[config.mk]
export PLATFORM = sky130hd
export DESIGN_NAME = tape_ram_arbiter
export DESIGN_NICKNAME = d
export VERILOG_FILES = /design/src/rtl/tape_pkg.sv /design/src/rtl/tape_wr_buf.sv /design/src/rtl/tape_ram_arbiter.sv
export SDC_FILE = /design/constraint.sdc
export NUM_CORES = 1
export LEC_CHECK = 0
export CORE_MARGIN = 4
export CORE_UTILIZATION = 45
export CTS_CLUSTER_DIAMETER = 100
export DETAILED_ROUTE_END_ITERATION = 7
export PLACE_DENSITY = 0.7
export SETUP_SLACK_MARGIN = 0.3
export SLEW_MARGIN = 30
export SYNTH_ARGS = -nofsm -noshare
export SYNTH_HDL_FRONTEND = slang
export SYNTH_HIERARCHICAL = 1
export SYNTH_SLANG_ARGS = --single-unit
[constraint.sdc]
create_clock -name clk -period 3.2 [get_ports clk]
set_input_delay 0.8 -clock clk [delete_from_list [all_inputs] [get_ports clk]]
set_output_delay 0.8 -clock clk [all_outputs]
set_load 0.01 [all_outputs]
[src/rtl/tape_pkg.sv]
// Shared types and constants for the tape buffer RAM arbiter.
// Used by tape_wr_buf and tape_ram_arbiter.
package tape_pkg;

    localparam int         TAPE_AW        = 16;
    localparam logic [7:0] TAPE_SYNC_BYTE = 8'h16;

    typedef enum logic [1:0] {
        IDLE    = 2'd0,
        WR      = 2'd1,
        RD      = 2'd2,
        RD_WAIT = 2'd3
    } tape_state_e;

endpackage

[src/rtl/tape_wr_buf.sv]
// One-entry write buffer between the ioctl strobe and the tape RAM.
// A strobe that arrives while the entry is occupied is dropped.
module tape_wr_buf
    import tape_pkg::*;
#(
    parameter int AW = TAPE_AW
) (
    input  logic          clk,
    input  logic          reset,
    input  logic          wr,
    input  logic [AW-1:0] wr_addr,
    input  logic [7:0]    wr_data,
    input  logic          clear,
    output logic          full,
    output logic [AW-1:0] buf_addr,
    output logic [7:0]    buf_data
);

    logic          full_q, full_d;
    logic [AW-1:0] addr_q, addr_d;
    logic [7:0]    data_q, data_d;

    always_comb begin
        full_d = full_q;
        addr_d = addr_q;
        data_d = data_q;
        if (clear) begin
            full_d = 1'b0;
        end else if (wr && !full_q) begin
            full_d = 1'b1;
            addr_d = wr_addr;
            data_d = wr_data;
        end
    end

    always_ff @(posedge clk or posedge reset) begin
        if (reset) begin
            full_q <= 1'b0;
            addr_q <= '0;
            data_q <= '0;
        end else begin
            full_q <= full_d;
            addr_q <= addr_d;
            data_q <= data_d;
        end
    end

    assign full     = full_q;
    assign buf_addr = addr_q;
    assign buf_data = data_q;

endmodule

[src/rtl/tape_ram_arbiter.sv]
// Shares the single-port tape RAM between ioctl TAP downloads and cassette reads, tracks tape length
// and sequences the player. Define TAPE_AUTOREWIND_EN to also rewind on load end and on tape run-out.
module tape_ram_arbiter
    import tape_pkg::*;
#(
    parameter int AW     = TAPE_AW,
    parameter int RD_LAT = 1
) (
    input  logic          clk,
    input  logic          reset,
    input  logic          ioctl_download,
    input  logic          ioctl_wr,
    input  logic [AW-1:0] ioctl_addr,
    input  logic [7:0]    ioctl_dout,
    output logic          ioctl_wait,
    input  logic [AW-1:0] cas_addr,
    output logic [7:0]    cas_data,
    input  logic          motor,
    input  logic          rewind_req,
    output logic          cas_en,
    output logic          cas_rewind,
    output logic [AW-1:0] tape_end,
    output logic          tape_loaded,
    output logic [AW-1:0] ram_addr,
    output logic [7:0]    ram_din,
    output logic          ram_we,
    input  logic [7:0]    ram_dout
);

    tape_state_e   state_q, state_d;
    logic [AW-1:0] rd_addr_q, rd_addr_d;
    logic [1:0]    wait_cnt_q, wait_cnt_d;
    logic [7:0]    cas_data_q, cas_data_d;
    logic [AW-1:0] max_addr_q, max_addr_d;
    logic          any_wr_q, any_wr_d;
    logic          pend_q, pend_d;
    logic [AW-1:0] tape_end_q, tape_end_d;
    logic          tape_loaded_q, tape_loaded_d;
    logic          cas_en_q, cas_en_d;
    logic          rewind_q, rewind_d;
    logic          dl_q, dl_d;
    logic          rew_req_q, rew_req_d;

    logic          buf_full;
    logic [AW-1:0] buf_addr;
    logic [7:0]    buf_data;
    logic          dl_rise, dl_fall, rew_rise, finalize, toggle;

    tape_wr_buf #(.AW(AW)) u_wr_buf (
        .clk      (clk),
        .reset    (reset),
        .wr       (ioctl_wr),
        .wr_addr  (ioctl_addr),
        .wr_data  (ioctl_dout),
        .clear    (state_q == WR),
        .full     (buf_full),
        .buf_addr (buf_addr),
        .buf_data (buf_data)
    );

    // Writes win arbitration; a read issues cas_addr live and captures after RD_LAT wait cycles.
    always_comb begin
        state_d    = state_q;
        rd_addr_d  = rd_addr_q;
        wait_cnt_d = wait_cnt_q;
        cas_data_d = cas_data_q;
        ram_addr   = '0;
        ram_din    = '0;
        ram_we     = 1'b0;
        case (state_q)
            IDLE: state_d = buf_full ? WR : RD;
            WR: begin
                ram_addr = buf_addr;
                ram_din  = buf_data;
                ram_we   = 1'b1;
                state_d  = IDLE;
            end
            RD: begin
                ram_addr   = cas_addr;
                rd_addr_d  = cas_addr;
                wait_cnt_d = 2'(RD_LAT - 1);
                state_d    = RD_WAIT;
            end
            RD_WAIT: begin
                ram_addr = rd_addr_q;
                if (wait_cnt_q == 2'd0) begin
                    cas_data_d = ram_dout;
                    state_d    = IDLE;
                end else begin
                    wait_cnt_d = wait_cnt_q - 2'd1;
                end
            end
            default: state_d = IDLE;
        endcase
    end

    assign dl_rise  = ioctl_download & ~dl_q;
    assign dl_fall  = ~ioctl_download & dl_q;
    assign rew_rise = rewind_req & ~rew_req_q;
    // The length is only published once the last buffered byte has reached the RAM.
    assign finalize = (dl_fall | pend_q) & ~buf_full & (state_q != WR);

`ifdef TAPE_AUTOREWIND_EN
    logic loaded_prev_q, loaded_prev_d;
    logic motor_q, motor_d;
    logic sup_q, sup_d;
    logic load_evt, runout;

    assign load_evt = tape_loaded_q & ~loaded_prev_q;
    assign runout   = ~motor & motor_q & tape_loaded_q & (cas_addr == tape_end_q);

    // A user rewind during load completion replaces the automatic one, so only one toggle results.
    always_comb begin
        loaded_prev_d = tape_loaded_q;
        motor_d       = motor;
        sup_d         = sup_q;
        if (load_evt || dl_rise) begin
            sup_d = 1'b0;
        end else if (rew_rise && (dl_fall || pend_q)) begin
            sup_d = 1'b1;
        end
    end

    always_ff @(posedge clk or posedge reset) begin
        if (reset) begin
            loaded_prev_q <= 1'b0;
            motor_q       <= 1'b0;
            sup_q         <= 1'b0;
        end else begin
            loaded_prev_q <= loaded_prev_d;
            motor_q       <= motor_d;
            sup_q         <= sup_d;
        end
    end

    assign toggle = rew_rise | (load_evt & ~sup_q) | runout;
`else
    assign toggle = rew_rise;
`endif

    always_comb begin
        max_addr_d    = max_addr_q;
        any_wr_d      = any_wr_q;
        pend_d        = pend_q;
        tape_end_d    = tape_end_q;
        tape_loaded_d = tape_loaded_q;
        dl_d          = ioctl_download;
        rew_req_d     = rewind_req;
        cas_en_d      = tape_loaded_q & motor & ~ioctl_download;
        rewind_d      = rewind_q ^ toggle;
        if (finalize) begin
            tape_end_d    = any_wr_q ? max_addr_q + AW'(1) : '0;
            tape_loaded_d = any_wr_q;
            pend_d        = 1'b0;
        end else if (dl_fall) begin
            pend_d = 1'b1;
        end
        if (dl_rise) begin
            max_addr_d    = '0;
            any_wr_d      = 1'b0;
            tape_loaded_d = 1'b0;
            pend_d        = 1'b0;
        end
        if (state_q == WR) begin
            any_wr_d = 1'b1;
            if (buf_addr > max_addr_d) begin
                max_addr_d = buf_addr;
            end
        end
    end

    always_ff @(posedge clk or posedge reset) begin
        if (reset) begin
            state_q       <= IDLE;
            rd_addr_q     <= '0;
            wait_cnt_q    <= '0;
            cas_data_q    <= '0;
            max_addr_q    <= '0;
            any_wr_q      <= 1'b0;
            pend_q        <= 1'b0;
            tape_end_q    <= '0;
            tape_loaded_q <= 1'b0;
            cas_en_q      <= 1'b0;
            rewind_q      <= 1'b0;
            dl_q          <= 1'b0;
            rew_req_q     <= 1'b0;
        end else begin
            state_q       <= state_d;
            rd_addr_q     <= rd_addr_d;
            wait_cnt_q    <= wait_cnt_d;
            cas_data_q    <= cas_data_d;
            max_addr_q    <= max_addr_d;
            any_wr_q      <= any_wr_d;
            pend_q        <= pend_d;
            tape_end_q    <= tape_end_d;
            tape_loaded_q <= tape_loaded_d;
            cas_en_q      <= cas_en_d;
            rewind_q      <= rewind_d;
            dl_q          <= dl_d;
            rew_req_q     <= rew_req_d;
        end
    end

    assign ioctl_wait  = buf_full;
    assign cas_data    = cas_data_q;
    assign cas_en      = cas_en_q;
    assign cas_rewind  = rewind_q;
    assign tape_end    = tape_end_q;
    assign tape_loaded = tape_loaded_q;

endmodule
==> flow_summary.ini, run 1 <==
[global_routing]
grt_pass1_vias = 3660
grtUsageTotal = 0.184
antenna_found_initial = 0
grt_max_degree = 44
grt_pass1_wl_mm = 17.5
gr-total-overflow = 0

[synth]
syn-cell-area_mm2 = 0.00469
synth_seq_area_share = 0.491
syn-num-nets = 474
ys_types = 37
synth_area_per_cell_um2 = 11.7
synth_top_area_share = 0.491
ys_ff_latch = 92
ys_top_cells_by_area = dfrtp_1, mux2_2, ha_1, mux2i_1, a22o_1
synthCells = 400
yosys_warnings = 6
synth_top_area_cell = dfrtp_1

[timing]
finClkSkew_ns = 0.0126
hold_viol = 0
grt_setup_unrepaired = no
period_minus_slack_ns = 2.78
maxSlewViolCount = 0
setup_viol = 0
slew_headroom = 0.364
timing.final.crit_share = 0.868
worst_pin_slew_ns = 0.954
max_freq_ghz = 0.360

[clocking]
clk_latency_ns = 0.36
cts_inserted_buffers = 9
cts_tree = done
max-clock-path-buffers = 2
cts_sinks = 92
htreeDepth = 3
cts_root_buf = clkbuf_8
cts.reportedPaths.clkPinSlew_ns = 0.09

[detailed_routing]
wire_per_inst_um = 16.0
initialDrtViolationCount = 59
wirelength_mm = 10.6
detail-route-antenna-nets = 0
firstDrtPassIters = 4
num_vias = 3403
post-route-drc-count = 0
viasPerCell = 5.14

[power]
power_frac_seq = 0.347
combPwrFrac = 0.516
clock_power_share = 0.136
p_int_mw = 3.83
p_sw_frac = 0.369
power_mw = 6.07
p_switching_mw = 2.24
powerDensity_mw_per_mm2 = 949
peakVddDrop_mv = 0.473
p_leak_nw = 2.76

[floorplanning]
fp.dieH_um = 110
io_pins = 107
fp-row-count = 37
initial_utilization = 0.459
core_mm2 = 0.0102
die_x_um = 110
dieArea_mm2 = 0.0121

[worst_setup_path]
worstSetupPathType = reg -> out
worstPathMaxFanout = 21
crit_path_end_kind = output pin
crit_family = buffers and inverters
slowest_stage = clkdlybuf4s50_1
required_ns = 2.40
cp_cell_sequence = nor2b_4 -> buf_12 -> and2_1 -> clkdlybuf4s50_1
arrival_ns = 1.98
rrSetupSlack_ns = 0.63
startpoint_type = flip-flop
cpPeakStageDelay_ns = 0.55
worst-path-buf-inv = 2

[cells_and_area]
diodes = 0
stdcell_area_mm2 = 0.00639
final_util = 0.625
nets = 595
area_delta_synth_final_pct = 36.3
layout-drive-gt1-share = 0.255

[placement]
place_congestion = 0.862
hpwl_mm = 7.81
place_area_mm2 = 0.00611
io_buffers = 106

[worst_hold_path]
hold_path_class = reg -> reg

[run_status]
status = finished, final reports clean

[flow_run]
maxCapViolations = 0
[cell usage after synthesis]
master    count
and4_1        2
nor3_1        2
mux2i_1      15
o41ai_1       1
nand2b_1     16
xnor2_1       6
ha_1         20
inv_1        24
nand4_1       7
nand3_1       8
o21ai_0       8
nor2_1       11
nand2_1      33
buf_2         2
or2_0         1
a31oi_4       1
or3_1         1
o21bai_1      1
o31ai_1       6
xor2_1        9
nor3b_4       1
a21oi_1       6
and2_1        9
a2111o_1      1
and3_1        2
clkbuf_1     11
dfrtp_1      92
o21ai_2       9
mux2_1        1
a21oi_2       1
buf_6         6
a32o_1        1
mux2_2       64
o211ai_1      1
nor4_1        1
a22o_1       16
nor2b_1       4
[cell type report]
| type | instances | area, um^2 |
|---|---|---|
| timing repair buffer | 129 | 1270 |
| tap | 136 | 170 |
| clock inverter | 6 | 70.1 |
| fill | 837 | 3840 |
| inverter | 24 | 90.1 |
| clock buffer | 10 | 138 |
| multi-input combinational | 265 | 2350 |
| sequential | 92 | 2300 |
[cell families (layout without fill, tap and decap cells)]
family / after synthesis / after routing / synth area share
multiplexers: 80 / 80 / 0.188
XOR/XNOR: 15 / 15 / 0.0280
flip-flops: 92 / 92 / 0.491
buffers and inverters: 43 / 169 / 0.0445
AND/OR/NAND/NOR: 98 / 98 / 0.108
AO/OA/AOI/OAI: 52 / 52 / 0.0872
adder cells (fa/ha/maj): 20 / 20 / 0.0533
[layer usage]
layer / vias to the layer above / GRT usage / share of wire
li1: 1635 / - / -
met1: 1666 / 0.224 / 0.44
met4: 0 / 0.0580 / 0.013
met5: - / 0 / 0
met3: 13 / 0.0559 / 0.071
met2: 89 / 0.314 / 0.48
[layout by cell type (no fill, tap or decap), types with 9 or more instances in the layout]
cell type,Yosys,final
ha_1,20,14
o21ai_2,9,9
nand2_1,33,33
dlygate4sd2_1,0,16
xor2_1,9,9
clkbuf_8,0,10
mux2i_1,15,15
clkdlybuf4s50_1,0,89
nand2b_1,16,9
and2_1,9,9
mux2_2,64,63
nor2_1,11,11
a22o_1,16,16
inv_1,24,23
buf_4,0,17
dfrtp_1,92,92
[worst paths after layout]
path | startpoint | to | cells past startpoint
setup / recovery | state_q[1]$_DFFE_PP0P_ | ram_din[5] | 4
hold / removal | tape_end[12]$_DFFE_PP0P_ | tape_end[12]$_DFFE_PP0P_ | 2
setup reg to reg | dl_q$_DFF_PP0_ | max_addr_q[5]$_DFF_PP0_ | 13
max in group asynchronous | reset | max_addr_q[0]$_DFF_PP0_ | 3
hold reg to reg | tape_end[12]$_DFFE_PP0P_ | tape_end[12]$_DFFE_PP0P_ | 2
min in group asynchronous | reset | cas_data[4]$_DFFE_PP0P_ | 2
[worst register-to-register path, cell delays in order (launching register included)]
cell      delay [ns]
dfrtp_1         0.40
inv_1           0.10
ha_4            0.19
buf_6           0.15
buf_4           0.13
nor2b_1         0.06
ha_1            0.18
nor2b_1         0.11
o211ai_1        0.09
a2111o_1        0.41
a31oi_4         0.19
buf_6           0.13
buf_12          0.13
mux2i_1         0.21
[metrics by stage]
| step | setup WS, ns | hold WS [ns] | TNS, ns | instances |
|---|---|---|---|---|
| final | 0.422 | 0.482 | 0 | 662 |
| after global routing | 0.321 | 0.504 | 0 | 662 |
| after CTS | 0.329 | 0.487 | 0 | 660 |
| after detailed placement | -0.169 | 0.465 | -2.39 | 639 |
| after global placement | -0.0811 | 0.459 | -1.23 | 639 |
| after floorplan | 0.282 | 0.472 | 0 | 400 |
[power groups by stage]
| stage | clock network (mW) | logic [mW] | registers, mW |
|---|---|---|---|
| 2_1_floorplan | 0 | 1.92 | 2.07 |
| 3_3_place_gp | 0 | 3.08 | 2.10 |
| 3_5_place_dp | 0 | 3.12 | 2.13 |
| 4_1_cts | 0.843 | 3.15 | 2.11 |
| 5_1_grt | 0.893 | 3.44 | 2.19 |
| 6_report | 0.826 | 3.13 | 2.11 |
[repair_timing]
| action | in CTS | in global routing |
|---|---|---|
| cloned | 1 | 0 |
| resized for setup | 21 | 5 |
| pin swaps | 4 | 5 |
| setup endpoints to repair | 37 | 16 |
| setup buffers | 4 | 2 |
| hold buffers | 0 | 0 |
[registers in the layout (all words and copies together) (netlist names)]
signal,count
max_addr_q,16
rd_addr_q,16
tape_end,16
u_wr_buf/buf_addr,16
cas_data,8
u_wr_buf/buf_data,8
state_q,2
wait_cnt_q,2
any_wr_q,1
cas_en,1
cas_rewind,1
dl_q,1
pend_q,1
rew_req_q,1
tape_loaded,1
u_wr_buf/full,1
Note: power is estimated with default switching activity, not from simulation.
==> inputs of run 2 (changes only) <==
--- a/config.mk
+++ b/config.mk
@@ -9,9 +9,10 @@
 export CORE_UTILIZATION = 45
 export CTS_CLUSTER_DIAMETER = 100
 export DETAILED_ROUTE_END_ITERATION = 7
+export HOLD_SLACK_MARGIN = 0.02
 export PLACE_DENSITY = 0.7
 export SETUP_SLACK_MARGIN = 0.3
-export SLEW_MARGIN = 30
+export SLEW_MARGIN = 15
 export SYNTH_ARGS = -nofsm -noshare
 export SYNTH_HDL_FRONTEND = slang
 export SYNTH_HIERARCHICAL = 1
==> results of run 2 <==
Final layout, timing and power as in run 1 (identical DEF).
==> inputs of run 3 (changes only) <==
--- a/config.mk
+++ b/config.mk
@@ -5,9 +5,11 @@
 export SDC_FILE = /design/constraint.sdc
 export NUM_CORES = 1
 export LEC_CHECK = 0
+export ABC_AREA = 1
 export CORE_MARGIN = 4
 export CORE_UTILIZATION = 45
 export CTS_CLUSTER_DIAMETER = 100
+export CTS_CLUSTER_SIZE = 20
 export DETAILED_ROUTE_END_ITERATION = 7
 export HOLD_SLACK_MARGIN = 0.02
 export PLACE_DENSITY = 0.7
==> run 3 against run 2 <==
Sequential share of layout area up 1.0 points; routed wire length up 5.1%; core utilization down 2.0 points; cell count up 26%; sequential cell count unchanged; clock power down 12%; worst setup slack worse by 0.027 ns; via count up 18%; clock skew up 0.0022 ns; global-route usage up 0.48 points; first-iteration DRC count rose to 2.9 times the previous value; highest routed layer unchanged.
==> flow_summary.ini, run 3 <==
[run_status]
status = finished, final reports clean

[synth]
synthCells = 580
ys_ff_latch = 92
synthTopCellsByCount = nand2_1, dfrtp_1, inv_1, nand3_1, nor2_1
ys_types = 33
synth_seq_area_share = 0.487
synth_edf_count = 0
yosysMostFrequentCell = nand2_1
synth_top_area_share = 0.487
syn-cell-area_mm2 = 0.00473
yosys_warnings = 6
synth_ff_type = dfrtp_1
syn-num-nets = 654
synth_top_area_cell = dfrtp_1
async_flop_share = 1.00
ys_top_cells_by_area = dfrtp_1, nand2_1, inv_1, ha_1, nand3_1
synth_area_per_cell_um2 = 8.15

[power]
powerDensity_mw_per_mm2 = 892
p_switching_mw = 2.27
power_frac_seq = 0.359
peakVddDrop_mv = 0.423
p_leak_nw = 3.04
combPwrFrac = 0.510
p_sw_frac = 0.409
p_int_mw = 3.28
clock_power_share = 0.132

[worst_setup_path]
crit_top_cell = clkdlybuf4s50_1
worstSetupPathType = in -> out
required_ns = 2.40
arrival_ns = 2.01
cpPeakStageDelay_ns = 0.57
slowest_stage = clkdlybuf4s50_1
startpoint_type = input pin
worstPathMaxFanout = 2
cp_cell_sequence = clkdlybuf4s50_1 -> nand2_1 -> o211ai_1 -> clkdlybuf4s50_1
crit_path_end_kind = output pin

[global_routing]
antenna_found_initial = 0
gr-total-overflow = 0
grt_pass1_wl_mm = 19.5
grt_max_degree = 43
grt_pass1_vias = 4119
grtUsageTotal = 0.189

[timing]
timing.final.crit_share = 0.877
slew_headroom = 0.601
max_freq_ghz = 0.356
maxSlewViolCount = 0
worst_pin_slew_ns = 0.597
setup_viol = 0
grt_setup_unrepaired = yes
period_minus_slack_ns = 2.81
setup_tns_ns = 0
finClkSkew_ns = 0.0148
hold_viol = 0

[placement]
hpwl_mm = 8.45
place_congestion = 0.863
place_area_mm2 = 0.00597
io_buffers = 106

[detailed_routing]
num_vias = 4013
wire_per_inst_um = 13.4
initialDrtViolationCount = 173
firstDrtPassIters = 6
post-route-drc-count = 0
viasPerCell = 4.83
wirelength_mm = 11.1
detail-route-antenna-nets = 0

[cells_and_area]
area_delta_synth_final_pct = 31.6
nets = 764
layout-drive-gt1-share = 0.0863
diodes = 0
final_common_cell = nand2_1
fillCellCount = 940
final_cell_mix = nand2_1, clkdlybuf4s50_1, dfrtp_1
stdcell_area_mm2 = 0.00622

[floorplanning]
die_x_um = 110
fp.dieH_um = 110
core_mm2 = 0.0103
io_pins = 107
fp-row-count = 37
dieArea_mm2 = 0.0122
initial_utilization = 0.460

[clocking]
cts_tree = done
cts.reportedPaths.clkPinSlew_ns = 0.09
htreeDepth = 3
cts_sinks = 92
clk_latency_ns = 0.35
cts_inserted_buffers = 9
max-clock-path-buffers = 2
cts_root_buf = clkbuf_8

[worst_hold_path]
hold_path_class = reg -> reg

[flow_run]
maxCapViolations = 0
[run 3: timing repair]
action,in CTS,in global routing
gates resized for setup,5,8
pin swaps,0,1
endpoints found under the setup margin,16,16
hold buffers,0,0
gates cloned,0,0
setup buffers,1,1
[run 3: final timing paths]
check                                                   end                        startpoint  slack, ns  cells after the start
max reg2reg                        max_addr_q[14]$_DFF_PP0_                    dl_q$_DFF_PP0_       0.93                     14
min reg2reg                u_wr_buf/buf_data[2]$_DFFE_PP0P_  u_wr_buf/buf_data[2]$_DFFE_PP0P_       0.48                      2
min in group asynchronous  u_wr_buf/buf_addr[9]$_DFFE_PP0P_                             reset       0.84                      3
max in group asynchronous           tape_end[1]$_DFFE_PP0P_                             reset       1.71                      3
min                        u_wr_buf/buf_data[2]$_DFFE_PP0P_  u_wr_buf/buf_data[2]$_DFFE_PP0P_       0.48                      2
max                                            ram_addr[13]                      cas_addr[13]       0.39                      4
[run 3: per-stage QoR]
step	hold slack [ns]	std cells	power, mW	utilization	worst slack, ns
floorplan	0.442	580	3.61	-	0.506
global placement	0.455	813	4.71	0.581	0.102
detailed placement	0.463	813	4.80	0.581	0.0587
CTS	0.485	830	5.61	0.603	0.317
global route	0.509	831	6.05	0.605	0.249
finish	0.482	831	5.55	0.605	0.395
[run 3: cell type report]
cell class,count,area [um^2],share of cell area
flip-flops and latches,92,2300,0.370
multi-input cells,390,2030,0.326
repair buffers,119,1240,0.199
inverters,78,297,0.0477
well taps,136,170,0.0274
clock buffers,10,138,0.0221
clock inverters,6,47.5,0.00765
[run 3: cells by family after synthesis]
logic type,Yosys count,share of synthesized area
mux,8,0.0191
simple gates,290,0.260
fa+ha+maj,20,0.0529
xor+xnor,3,0.00556
buf+inv,98,0.0879
flops,92,0.487
compound gates,69,0.0871
[run 3: routing by layer]
layer / share of wire / global-route usage / routed length [um] / up-vias
li1: - / - / - / 2068
met1: 0.44 / 0.244 / 4950 / 1828
met2: 0.47 / 0.309 / 5260 / 106
met3: 0.071 / 0.0548 / 792 / 11
met4: 0.011 / 0.0567 / 118 / 0
met5: 0 / 0 / 0 / -
[run 3: worst max-delay path, delay by kind of cell]
family	cells	cell delay, ns
compound gates	1	0.11
buf+inv	2	1.02
simple gates	1	0.07
[run 3: power groups by stage]
| stage | clock (mW) | combinational, mW | sequential [mW] |
|---|---|---|---|
| after detailed placement | 0 | 2.80 | 2.00 |
| after global placement | 0 | 2.74 | 1.97 |
| after global routing | 0.803 | 3.19 | 2.06 |
| final | 0.730 | 2.83 | 1.99 |
| after floorplan | 0 | 1.64 | 1.98 |
| after CTS | 0.756 | 2.87 | 1.99 |
